**src/rtl/sync_fifo_param.sv**
```systemverilog
// Single-clock parametrised elastic FIFO with occupancy count, threshold flags and sticky errors.
// Latency: standard mode data_out is valid 1 cycle after rd_en; FWFT shows the head word 1 cycle after the write.
// Backpressure: writes while full and reads while empty are dropped and latched as overflow/underflow.
module sync_fifo_param #(
    parameter int DATA_W    = 8,
    parameter int ADDR_W    = 4,
    parameter int AF_THRESH = 12,
    parameter int AE_THRESH = 4,
    parameter int FWFT      = 0
) (
    input  logic              clk,
    input  logic              reset_n,
    input  logic              wr_en,
    input  logic [DATA_W-1:0] data_in,
    input  logic              rd_en,
    output logic [DATA_W-1:0] data_out,
    input  logic              flush,
    input  logic              clr_err,
    output logic              full,
    output logic              empty,
    output logic              almost_full,
    output logic              almost_empty,
    output logic [ADDR_W:0]   count,
    output logic              overflow,
    output logic              underflow
);
    localparam int DEPTH = 1 << ADDR_W;
    localparam logic [ADDR_W:0] DEPTH_CNT = (ADDR_W+1)'(DEPTH);
    localparam logic [ADDR_W:0] AF_LVL    = (ADDR_W+1)'(AF_THRESH);
    localparam logic [ADDR_W:0] AE_LVL    = (ADDR_W+1)'(AE_THRESH);

    if (AF_THRESH < 1 || AF_THRESH > DEPTH || AE_THRESH < 0 || AE_THRESH >= DEPTH) begin : g_bad_params
        $error("sync_fifo_param: illegal thresholds AF=%0d AE=%0d for DEPTH=%0d", AF_THRESH, AE_THRESH, DEPTH);
    end

    logic [DATA_W-1:0] mem [DEPTH];
    logic [ADDR_W-1:0] wr_ptr;
    logic [ADDR_W-1:0] rd_ptr;
    logic              wr_ok;
    logic              rd_ok;

    // Flush outranks both requests so a flushing cycle never moves data or raises errors.
    assign wr_ok = wr_en & ~full  & ~flush;
    assign rd_ok = rd_en & ~empty & ~flush;

    assign full         = (count == DEPTH_CNT);
    assign empty        = (count == '0);
    assign almost_full  = (count >= AF_LVL);
    assign almost_empty = (count <= AE_LVL);

    always_ff @(posedge clk) begin
        if (wr_ok) begin
            mem[wr_ptr] <= data_in;
        end
    end

    always_ff @(posedge clk or negedge reset_n) begin
        if (!reset_n) begin
            wr_ptr <= '0;
            rd_ptr <= '0;
            count  <= '0;
        end else if (flush) begin
            wr_ptr <= '0;
            rd_ptr <= '0;
            count  <= '0;
        end else begin
            if (wr_ok) wr_ptr <= wr_ptr + ADDR_W'(1);
            if (rd_ok) rd_ptr <= rd_ptr + ADDR_W'(1);
            case ({wr_ok, rd_ok})
                2'b10:   count <= count + (ADDR_W+1)'(1);
                2'b01:   count <= count - (ADDR_W+1)'(1);
                default: count <= count;
            endcase
        end
    end

    // A fresh error event beats a coincident clear.
    always_ff @(posedge clk or negedge reset_n) begin
        if (!reset_n) begin
            overflow  <= 1'b0;
            underflow <= 1'b0;
        end else begin
            if (wr_en & full & ~flush)      overflow <= 1'b1;
            else if (clr_err)               overflow <= 1'b0;
            if (rd_en & empty & ~flush)     underflow <= 1'b1;
            else if (clr_err)               underflow <= 1'b0;
        end
    end

    if (FWFT != 0) begin : g_fwft
        assign data_out = mem[rd_ptr];
    end else begin : g_std
        always_ff @(posedge clk or negedge reset_n) begin
            if (!reset_n)   data_out <= '0;
            else if (rd_ok) data_out <= mem[rd_ptr];
        end
    end
endmodule

```
**config.mk**
```make
export PLATFORM = sky130hd
export DESIGN_NAME = sync_fifo_param
export DESIGN_NICKNAME = d
export VERILOG_FILES = /design/src/rtl/sync_fifo_param.sv
export SDC_FILE = /design/constraint.sdc
export NUM_CORES = 1
export LEC_CHECK = 0
export CORE_AREA = 2 2 109 111
export CTS_BUF_LIST = sky130_fd_sc_hd__clkbuf_8
export DETAILED_ROUTE_END_ITERATION = 16
export DIE_AREA = 0 0 111 113
export HOLD_SLACK_MARGIN = 0.06
export PLACE_DENSITY = 0.8
export REMOVE_ABC_BUFFERS = 1
export SLEW_MARGIN = 5
export SYNTH_ARGS = -nofsm -noshare
export SYNTH_HDL_FRONTEND = slang
export SYNTH_SLANG_ARGS = --single-unit
```
**constraint.sdc**
```tcl
create_clock -name clk -period 6.55 [get_ports clk]
set_input_delay 1.965 -clock clk [delete_from_list [all_inputs] [get_ports clk]]
set_output_delay 1.965 -clock clk [all_outputs]
set_load 0.05 [all_outputs]
```
==> impl_metrics.env <==
export IMPL_h_tree_depth=4
export IMPL_cp_max_fo=20
export IMPL_area_growth_pct=12.9
export IMPL_die_w_um=111
export IMPL_synth_ff_type="sky130_fd_sc_hd__edfxtp_1"
export IMPL_yosys_area_share_xor_xnor_pct=1.14
export IMPL_synthAdderAreaFrac_pct=1.42
export IMPL_rsz0062_at_grt="no"
export IMPL_firstDrtPassIters=5
export IMPL_fin_total_pwr_uw=2590
export IMPL_class_of_the_most_critical_hold_timing_path="flop to flop"
export IMPL_synth_compound_gate_area_share_pct=3.06
export IMPL_via_per_inst=5.94
export IMPL_critical_path_max_stage_delay_ns=0.75
export IMPL_vias=3154
export IMPL_place_congestion=0.774
export IMPL_synth_area_leader_cell="sky130_fd_sc_hd__edfxtp_1"
export IMPL_synth_mux_area_fraction_pct=15.2
export IMPL_grt_first_pass_wirelength_mm=18.3
export IMPL_tritoncts="built"
export IMPL_total_leakage_power_uw=0.00225
export IMPL_tns_ns=0
export IMPL_synth_avg_cell_area_um2=18.1
export IMPL_synth_top_cells_by_area="sky130_fd_sc_hd__edfxtp_1, sky130_fd_sc_hd__mux4_2, sky130_fd_sc_hd__dfrtp_1"
export IMPL_share_of_layout_cells_above_drive_strength_1_pct=19.6
export IMPL_drcViolationCount=0
export IMPL_p_seq_share_pct=45.6
export IMPL_place_detailed_hpwl_mm=7.49
export IMPL_critical_path_cell_list="clkdlybuf4s50_1, or3b_1, mux2i_2, xor2_1, ha_1, or3_2, a21oi_1, mux2i_1, a221o_1"
export IMPL_slew_viol_final=0
export IMPL_synth_edff_count=128
export IMPL_combinationalPowerShare_pct=28.9
export IMPL_simple_gate_portion_of_the_synthesized_area_pct=5.72
export IMPL_cellPowerDensity_nw_per_um2=371
export IMPL_design_die_area_um2=12500
export IMPL_syn_instance_count=341
export IMPL_synth_seq_cells=151
export IMPL_grt_pass1_vias=3140
export IMPL_place_port_buffers=32
export IMPL_power_frac_clock_pct=25.5
export IMPL_startpoint="flush"
export IMPL_tritoncts_num_buffers=17
export IMPL_relSlewSlack_pct=15.8
export IMPL_setup_violations=0
export IMPL_grt_usage_pct=20.0
export IMPL_drt_total_wl_mm=11.8
export IMPL_floorplan_io_pins=33
export IMPL_end_kind="flop"
export IMPL_post_synth_num_cell_types=43
export IMPL_worst_setup_path_start_kind="primary input"
export IMPL_floorplan_initialDensity_pct=54.8
export IMPL_route_detailed_wl_per_inst_um=22.1
export IMPL_yosys_area_top_type_share_pct=62.3
export IMPL_status="finished clean"
export IMPL_final_min_period_over_clock_period_pct=70.8
export IMPL_cp_slowest_cell="sky130_fd_sc_hd__clkdlybuf4s50_1"
export IMPL_timing_fmax_mhz=216
export IMPL_clk_path_buf_depth=2
export IMPL_fraction_of_registers_with_async_set_or_reset_after_synthesis_pct=15.2
export IMPL_grt_overflow_total=0
export IMPL_fin_crit_ns=4.64
export IMPL_antenna_violating_nets_post_route=0
export IMPL_core_rowCount=39
export IMPL_drt_iter0_drc=396
export IMPL_worst_ep_required_time_ns=6.87
export IMPL_net_switching_uw=842
export IMPL_core_area_um2=11300
export IMPL_synth_top_family_by_area="multiplexers"
export IMPL_worstReg2RegStart="count[1]$_DFFE_PN0P_"
export IMPL_hp_start="overflow$_DFFE_PN0P_"
export IMPL_nets=396
export IMPL_clock_latency_ns=0.43
export IMPL_critPathBufInv=1
export IMPL_antenna_diode_count=0
export IMPL_cts_resized=0
export IMPL_seq_area_frac_synth_pct=71.6
export IMPL_hold_violations=0
export IMPL_critical_path_arrival_ns=4.95
export IMPL_cts_sinks=151
export IMPL_antenna_found_initial=0
export IMPL_most_common_layout_cells="sky130_fd_sc_hd__edfxtp_1, sky130_fd_sc_hd__nor2_1, sky130_fd_sc_hd__mux4_2, sky130_fd_sc_hd__clkdlybuf4s50_1, sky130_fd_sc_hd__dfrtp_1"
export IMPL_cts_root_buffer_cell="sky130_fd_sc_hd__clkbuf_8"
export IMPL_cap_violations=0
export IMPL_ys_warnings_count=0
export IMPL_post_cts_buffers=0
export IMPL_worst_margin_slew_ns=1.25
export IMPL_commonest_non_fill_non_tap_cell_in_the_layout="sky130_fd_sc_hd__edfxtp_1"
export IMPL_largest_net_degree_at_the_start_of_global_routing=36
export IMPL_cts_hold_repair_buffers=0
export IMPL_clkSlewWorstSetupHoldPaths_ns=0.08
export IMPL_syn_area_um2=6170
export IMPL_intPower_uw=1750
export IMPL_vdd_drop_max_mv=0.317
export IMPL_placed_area_um2=6590
export IMPL_finish_instance_area_um2=6970
export IMPL_worst_setup_path_type="primary input to flop"
export IMPL_die_h_um=113
export IMPL_skew_ns=0.0119
export IMPL_swShare_pct=32.5
export IMPL_path_delay_family="simple AND/OR/NAND/NOR gates"
cells in the mapped netlist, types with 2 or more instances:
cell and count:
sky130_fd_sc_hd__nor2_1 33, sky130_fd_sc_hd__mux2_2 2, sky130_fd_sc_hd__nor3_1 6, sky130_fd_sc_hd__a21oi_1 4, sky130_fd_sc_hd__nand3_1 3, sky130_fd_sc_hd__nor2b_1 2, sky130_fd_sc_hd__mux4_2 32, sky130_fd_sc_hd__buf_1 2
sky130_fd_sc_hd__a221o_1 2, sky130_fd_sc_hd__a221oi_1 8, sky130_fd_sc_hd__clkbuf_1 7, sky130_fd_sc_hd__xor2_1 6, sky130_fd_sc_hd__buf_2 6, sky130_fd_sc_hd__nor4_1 2, sky130_fd_sc_hd__edfxtp_1 128, sky130_fd_sc_hd__o22ai_1 2
sky130_fd_sc_hd__xnor2_1 2, sky130_fd_sc_hd__dfrtp_1 23, sky130_fd_sc_hd__nand2b_1 5, sky130_fd_sc_hd__inv_1 5, sky130_fd_sc_hd__o21ai_0 3, sky130_fd_sc_hd__mux2i_1 18, sky130_fd_sc_hd__ha_1 7, sky130_fd_sc_hd__buf_6 2
sky130_fd_sc_hd__nand2_1 13
registers in the layout, indices dropped and copies added (netlist names):
| signal | count |
|---|---|
| mem | 128 |
| underflow | 1 |
| wr_ptr | 4 |
| overflow | 1 |
| count | 5 |
| data_out | 8 |
| rd_ptr | 4 |
metrics by stage:
step | setup slack [ns] | hold WS [ns] | util (%) | instances
2_1_floorplan | 2.51 | 0.539 | - | 323
3_3_place_gp | 1.58 | 0.518 | 58.4 | 499
3_5_place_dp | 1.46 | 0.525 | 58.4 | 499
4_1_cts | 1.93 | 0.536 | 61.7 | 531
5_1_grt | 1.75 | 0.568 | 61.8 | 531
6_report | 1.91 | 0.531 | 61.8 | 531
kinds of logic (layout without fill, tap and decap cells):
kind of cell               Yosys count  count (layout)
AOI/OAI and AO/OA                   25              25
xor gates and xnor gates             8               8
adders and majority gates            7               7
buffers and inverters               24              71
DFF                                151             151
muxes                               53              53
and+or+nand+nor                     73              73
layer usage:
layer,routed length [um],global-route usage (%),vias up
met5,0,0,-
met4,165,6.83,0
met3,771,5.03,14
met2,5860,32.6,134
met1,4960,27.0,1591
li1,-,-,1415
cell type report:
cell class	count	area (um^2)
fill	762	4300
clock buffer	17	234
timing repair buffer	33	328
clock inverter	15	136
inverter	6	22.5
multi-input combinational	166	1650
tap	143	179
sequential	151	4420
tightest hold or removal path: stages, from the launching register on:
cell and delay [ns]:
sky130_fd_sc_hd__dfrtp_1 0.38, sky130_fd_sc_hd__inv_1 0.06, sky130_fd_sc_hd__o22ai_1 0.06
final timing paths:
kind	to	slack, ns	cells past startpoint
max	count[4]$_DFFE_PN0P_	1.91	9
min	overflow$_DFFE_PN0P_	0.53	2
max reg2reg	count[4]$_DFFE_PN0P_	3.68	8
min reg2reg	overflow$_DFFE_PN0P_	0.53	2
max in group asynchronous	rd_ptr[1]$_DFFE_PN0P_	3.70	1
min in group asynchronous	count[2]$_DFFE_PN0P_	2.12	1
power groups by stage:
stage / clock network [uW] / logic [uW] / registers (uW)
floorplan: 0 / 370 / 1350
global placement: 0 / 739 / 1200
detailed placement: 0 / 752 / 1200
CTS: 669 / 755 / 1180
global route: 711 / 798 / 1190
finish: 659 / 748 / 1180
Power figures use the tool's default switching activity.
==> RTL change 1 (config.mk and constraints unchanged) <==
The parameter `FWFT` goes from 0 to 1.
--- a/src/rtl/sync_fifo_param.sv
+++ b/src/rtl/sync_fifo_param.sv
@@ -6,7 +6,7 @@
     parameter int ADDR_W    = 4,
     parameter int AF_THRESH = 12,
     parameter int AE_THRESH = 4,
-    parameter int FWFT      = 0
+    parameter int FWFT      = 1
 ) (
     input  logic              clk,
     input  logic              reset_n,
Check against the original RTL: not equivalent (Yosys sat finds a counterexample within 4 cycles, from zero or initial values and one cycle with reset_n low).
==> RTL change 1 against the original RTL <==
Global-route usage down 0.58 points; wire length down 4.0%; clock power down 13%; design area down 3.2%; worst setup slack worse by 0.75 ns; synthesized area down 3.4%; non-clock buffer count up 7; cell count down 4.7%; total power down 10%; first-iteration DRC count down 32%; sequential cell count down 8; register-to-register slack better by 0.16 ns; combinational power down 13%; largest cell class unchanged.
==> RTL change 1: results (changes against the original RTL) <==
| Group | Metric | Value | Delta |
| --- | --- | --- | --- |
| global routing | Wire length of the first global-routing pass | 17.71 mm | was 18.30 mm |
| critical path | Reg-to-Reg Start | count[2] | was count[1] |
| yosys | Distinct cell type count after synthesis | 45 | was 43 |
| power and ir drop | IR drop worst, VDD | 217.2 uV | was 316.7 uV |
| yosys | Post-synth ARST share | 0.1049 | was 0.1523 |
| power and ir drop | Leakage power of the design | 0.002203 uW | was 0.002249 uW |
| critical path | Delay of the slowest cell on the worst path | 0.85 ns | was 0.75 ns |
| sta | Post-Route Skew | 0.008407 ns | was 0.01188 ns |
| final layout | Largest registers | mem (128), count (5) | was mem (128), data_out (8), count (5) |
| detailed routing | Final wirelength | 11.28 mm | was 11.76 mm |
| detailed routing | Starting DRC count in detailed routing | 268 | was 396 |
| critical path | Start point of the critical path | rd_ptr[0] | was flush |
| critical path | Number of cell instances on the worst register-to-register path | 4 | was 8 |
| global routing | Largest net degree at the start of global routing | 29 | was 36 |
| yosys | Share of the yosys chip area belonging to registers | 0.7074 | was 0.7160 |
| critical path | Max stage delay cell, worst path | dfrtp_2 | was clkdlybuf4s50_1 |
| sta | Worst max-slew margin expressed relative to the limit | 0.1806 | was 0.1584 |
| final layout | Share of post-route cells with drive strength above 1 | 0.2397 | was 0.1959 |
| yosys | Cell types occupying the most area after synthesis | edfxtp_1 64%, mux4_2 15%, dfrtp_1 6.3% | was edfxtp_1 62%, mux4_2 12%, dfrtp_1 9.3% |
| global routing | Vias in the first global route | 3,063 | was 3,140 |
| critical path | Arrival @ worst endpoint | 3.43 ns | was 4.95 ns |
| critical path | Largest driver fanout on the critical path | 23 | was 20 |
| sta | Post-route minimum period | 5.392 ns | was 4.637 ns |
| final layout | Fillcell total | 780 | was 762 |
| status | Result of the run | finished, final reports clean | unchanged |
| worst hold path | Worst hold path startpoint | underflow | was overflow |
| final layout | Count of nets after finishing | 375 | was 396 |
| yosys | Commonest cells post-synth | 128 x edfxtp_1, 40 x mux4_2, 23 x nor2_1 | was 128 x edfxtp_1, 33 x nor2_1, 32 x mux4_2 |
-- RTL change 1: cell types whose count changed in the layout (fill, tap and decap cells not counted), moves of 4 or more --
cell / before / now
mux4_2: 32 / 40
mux2i_1: 18 / 1
dfrtp_1: 21 / 14
nor2_1: 33 / 23
inv_1: 5 / 9
a221oi_1: 8 / 1
buf_4: 1 / 8
-- RTL change 1: cells by family (layout without fill, tap and decap cells) --
logic type	Yosys count	in the layout	share of synthesized area
AO/OA/AOI/OAI	27	27	0.03881
XOR/XNOR	6	6	0.008811
adder cells (fa/ha/maj)	7	7	0.01468
buffers and inverters	26	76	0.02077
flip-flops	143	143	0.7074
multiplexers	44	44	0.1584
AND/OR/NAND/NOR	60	60	0.05118
-- RTL change 1: worst paths after layout --
path	endpoint
setup reg to reg	mem[8][7]
hold reg to reg	underflow
hold / removal	underflow
min in group asynchronous	underflow
setup / recovery	data_out[0]
max in group asynchronous	rd_ptr[0]
-- RTL change 1: per-layer routing --
layer | up-vias | track usage | share of wire
met5 | - | 0 | 0
li1 | 1338 | - | -
met3 | 27 | 0.05678 | 0.064
met4 | 0 | 0.09250 | 0.033
met2 | 117 | 0.3076 | 0.50
met1 | 1539 | 0.2527 | 0.40
-- RTL change 1: layout make-up --
class | instances | area (sq um) | area share
sequential | 143 | 4220 | 0.6257
multi-input combinational | 144 | 1622 | 0.2404
timing repair buffer | 40 | 380.4 | 0.05639
clock buffer | 17 | 234.0 | 0.03469
tap | 143 | 178.9 | 0.02653
clock inverter | 11 | 80.08 | 0.01187
inverter | 8 | 30.03 | 0.004452
-- RTL change 1: per-stage QoR --
stage | hold WS, ns | util | total power, uW | instances | area (sq um)
6_report | 0.5449 | 0.5984 | 2331 | 506 | 6745
5_1_grt | 0.5738 | 0.5984 | 2437 | 506 | 6745
4_1_cts | 0.5474 | 0.5984 | 2348 | 506 | 6745
3_5_place_dp | 0.5354 | 0.5705 | 1782 | 478 | 6431
3_3_place_gp | 0.5288 | 0.5705 | 1765 | 478 | 6431
2_1_floorplan | 0.5800 | - | 1594 | 295 | 5871
-- RTL change 1: power breakdown --
| part | total (uW) | switching, uW | internal [uW] |
|---|---|---|---|
| clock network | 574 | 291 | 282 |
| logic | 649 | 342 | 307 |
| registers | 1110 | 85.5 | 1020 |
-- RTL change 1: critical path: cells and delay by family, from the launching register on --
family   cells  cell delay [ns]
flops        1             0.85
mux          2             1.02
buf+inv      2             1.10
==> RTL change 2 (config.mk and constraints unchanged) <==
Made on the original files. Put one more register stage on the output `overflow`. The value now appears one clock later. The other outputs are not delayed to match.
--- a/src/rtl/sync_fifo_param.sv
+++ b/src/rtl/sync_fifo_param.sv
@@ -28,6 +28,8 @@
     localparam logic [ADDR_W:0] DEPTH_CNT = (ADDR_W+1)'(DEPTH);
     localparam logic [ADDR_W:0] AF_LVL    = (ADDR_W+1)'(AF_THRESH);
     localparam logic [ADDR_W:0] AE_LVL    = (ADDR_W+1)'(AE_THRESH);
+
+    logic overflow_s0;
 
     if (AF_THRESH < 1 || AF_THRESH > DEPTH || AE_THRESH < 0 || AE_THRESH >= DEPTH) begin : g_bad_params
         $error("sync_fifo_param: illegal thresholds AF=%0d AE=%0d for DEPTH=%0d", AF_THRESH, AE_THRESH, DEPTH);
@@ -77,11 +79,11 @@
     // A fresh error event beats a coincident clear.
     always_ff @(posedge clk or negedge reset_n) begin
         if (!reset_n) begin
-            overflow  <= 1'b0;
+            overflow_s0 <= 1'b0;
             underflow <= 1'b0;
         end else begin
-            if (wr_en & full & ~flush)      overflow <= 1'b1;
-            else if (clr_err)               overflow <= 1'b0;
+            if (wr_en & full & ~flush)      overflow_s0 <= 1'b1;
+            else if (clr_err)               overflow_s0 <= 1'b0;
             if (rd_en & empty & ~flush)     underflow <= 1'b1;
             else if (clr_err)               underflow <= 1'b0;
         end
@@ -95,5 +97,9 @@
             else if (rd_ok) data_out <= mem[rd_ptr];
         end
     end
+    always_ff @(posedge clk) begin
+        overflow <= overflow_s0;
+    end
+
 endmodule
 
Function: same outputs for any inputs over 10 cycles, from zero or initial values and one cycle with reset_n low; that may be too few to reach the edited logic, so the function may still have changed.
==> RTL change 2 against the original RTL <==
Wire length down 3.4%; total power rose by 0.36%; synthesized cell count up 0.29%; sequential cell count up 1; critical endpoint unchanged; worst setup slack got worse by 0.019 ns; largest power group unchanged; synthesized area increased by 0.32%; first-iteration DRC count shrank 40%; combinational power about the same; design area increased by 0.20%; cell count up 0.19%; non-clock buffer count rose by 1; clock skew rose by 0.0014 ns; via count up 0.22%.
==> RTL change 2: results (changes against the original RTL) <==
| Group | Metric | Value | Delta |
| --- | --- | --- | --- |
| status | Result of the run | finished, final reports clean | unchanged |
| global routing | Largest net degree at the start of global routing | 28 | was 36 |
| yosys | Post-synth ARST share | 0.1513 | was 0.1523 |
| clock network | H-tree depth reported by CTS | 4 | unchanged |
| place | Final RePlAce weighted congestion | 0.8162 | was 0.7741 |
| clock network | Count of cells resized by post-cts repair | 0 | unchanged |
| yosys | Number of enable flip-flop cells after synthesis | 128 | unchanged |
| detailed routing | Number of vias per cell | 5.942 | was 5.940 |
| final layout | Ant. Diodes | 0 | unchanged |
| yosys | Cell accounting for the most synthesized area | edfxtp_1 | unchanged |
| final layout | Count of nets after finishing | 398 | was 396 |
| detailed routing | Routed len/inst | 21.34 microns | was 22.14 microns |
| final layout | Share of post-route cells with drive strength above 1 | 0.1877 | was 0.1959 |
| yosys | Main flop type after synthesis | edfxtp_1 | unchanged |
| final layout | Fillcell total | 753 | was 762 |
| yosys | Cell types occupying the most area after synthesis | edfxtp_1 62%, mux4_2 12%, dfrtp_1 9.3% | unchanged |
| yosys | Commonest cells post-synth | 128 x edfxtp_1, 33 x nor2_1, 32 x mux4_2 | unchanged |
| clock network | Clock transition at path regs | 0.08 ns | about the same |
| place | DP Wirelength | 7.342 mm | was 7.489 mm |
| sta | Actual transition at the worst max-transition pin | 1.257 ns | was 1.253 ns |
| yosys | Number of warning messages in the yosys log | 0 | unchanged |
| global routing | Antenna violations before repair | 0 | unchanged |
| global routing | Total routing resource utilization after global routing | 0.1928 | was 0.2005 |
| detailed routing | Pre-antenna DRT Iters | 4 | was 5 |
| worst hold path | Kind of path behind the tightest hold check | reg -> reg | unchanged |
| clock network | Clock buffer depth | 2 | unchanged |
| detailed routing | Starting DRC count in detailed routing | 237 | was 396 |
| final layout | Largest registers | mem (128), data_out (8), count (5) | unchanged |
| yosys | Distinct cell type count after synthesis | 44 | was 43 |
| place | Buffers added on ports | 32 | unchanged |
| yosys | Share of the yosys chip area belonging to registers | 0.7169 | was 0.7160 |
| clock network | Insertion delay of the later-clocked pin in the worst-skew pair | 0.43 ns | about the same |
| clock network | CTS Root Buffer Type | clkbuf_8 | unchanged |
| critical path | Register-to-register path setup slack | 3.64 ns | was 3.68 ns |
| critical path | Required time of the worst setup path | 6.92 ns | was 6.87 ns |
| power and ir drop | IR drop worst, VDD | 346.2 uV | was 316.7 uV |
| power and ir drop | Leakage power of the design | 0.002255 uW | was 0.002249 uW |
| sta | Post-Route Skew | 0.01325 ns | was 0.01188 ns |
| clock network | Total clock buffers created by CTS | 17 | unchanged |
| critical path | Largest driver fanout on the critical path | 20 | unchanged |
| clock network | Buffers inserted by post-CTS timing repair | 0 | unchanged |
| global routing | Vias in the first global route | 3,166 | was 3,140 |
| global routing | Wire length of the first global-routing pass | 17.73 mm | was 18.30 mm |
==> RTL change 2: logic make-up after synthesis <==
kind of cell	Yosys count	synth area share
muxes	53	0.1513
AOI/OAI and AO/OA	25	0.03051
xor gates and xnor gates	8	0.01132
adders and majority gates	7	0.01414
DFF	152	0.7169
and+or+nand+nor	73	0.05698
buffers and inverters	24	0.01879
==> RTL change 2: cell type report <==
type,count,share of cell area
multi-input cells,166,0.2344
well taps,143,0.02563
clock inverters,14,0.01918
flip-flops and latches,152,0.6360
inverters,6,0.003226
repair buffers,34,0.04803
clock buffers,17,0.03351
==> RTL change 2: critical path, stage by stage <==
cell,delay [ns]
clkdlybuf4s50_1,0.75
or3b_1,0.56
mux2i_2,0.33
xor2_1,0.12
ha_1,0.23
or3_2,0.42
a21oi_1,0.16
mux2i_1,0.11
nor4_1,0.22
a221o_1,0.15
==> RTL change 2: power breakdown <==
part	switching (uW)	internal (uW)
sequential	79.8	1110
combinational	433	315
clock	330	332
==> RTL change 2: routing by layer <==
| metal | wire, microns | GRT usage | vias to the layer above |
|---|---|---|---|
| li1 | - | - | 1415 |
| met2 | 5886 | 0.3321 | 126 |
| met4 | 176 | 0.07000 | 0 |
| met1 | 4716 | 0.2429 | 1600 |
| met3 | 571 | 0.04499 | 20 |
| met5 | 0 | 0 | - |
==> RTL change 2: stage by stage <==
stage | worst slack, ns | instances | power [uW] | hold WS (ns) | instance area, sq um
CTS | 1.955 | 532 | 2617 | 0.3823 | 6982
detailed placement | 1.503 | 501 | 1964 | 0.3668 | 6614
global placement | 1.573 | 501 | 1945 | 0.3568 | 6614
finish | 1.895 | 532 | 2597 | 0.3798 | 6982
global route | 1.710 | 532 | 2703 | 0.3878 | 6982
floorplan | 2.507 | 324 | 1728 | 0.3472 | 6098
==> RTL change 2: worst paths after layout <==
check	to	from	cells past startpoint
worst min-delay path	overflow	overflow_s0	0
max in group asynchronous	rd_ptr[0]	reset_n	1
worst min register to register	overflow	overflow_s0	0
min in group asynchronous	count[2]	reset_n	1
worst max-delay path	count[4]	flush	10
worst max register to register	count[4]	count[1]	9
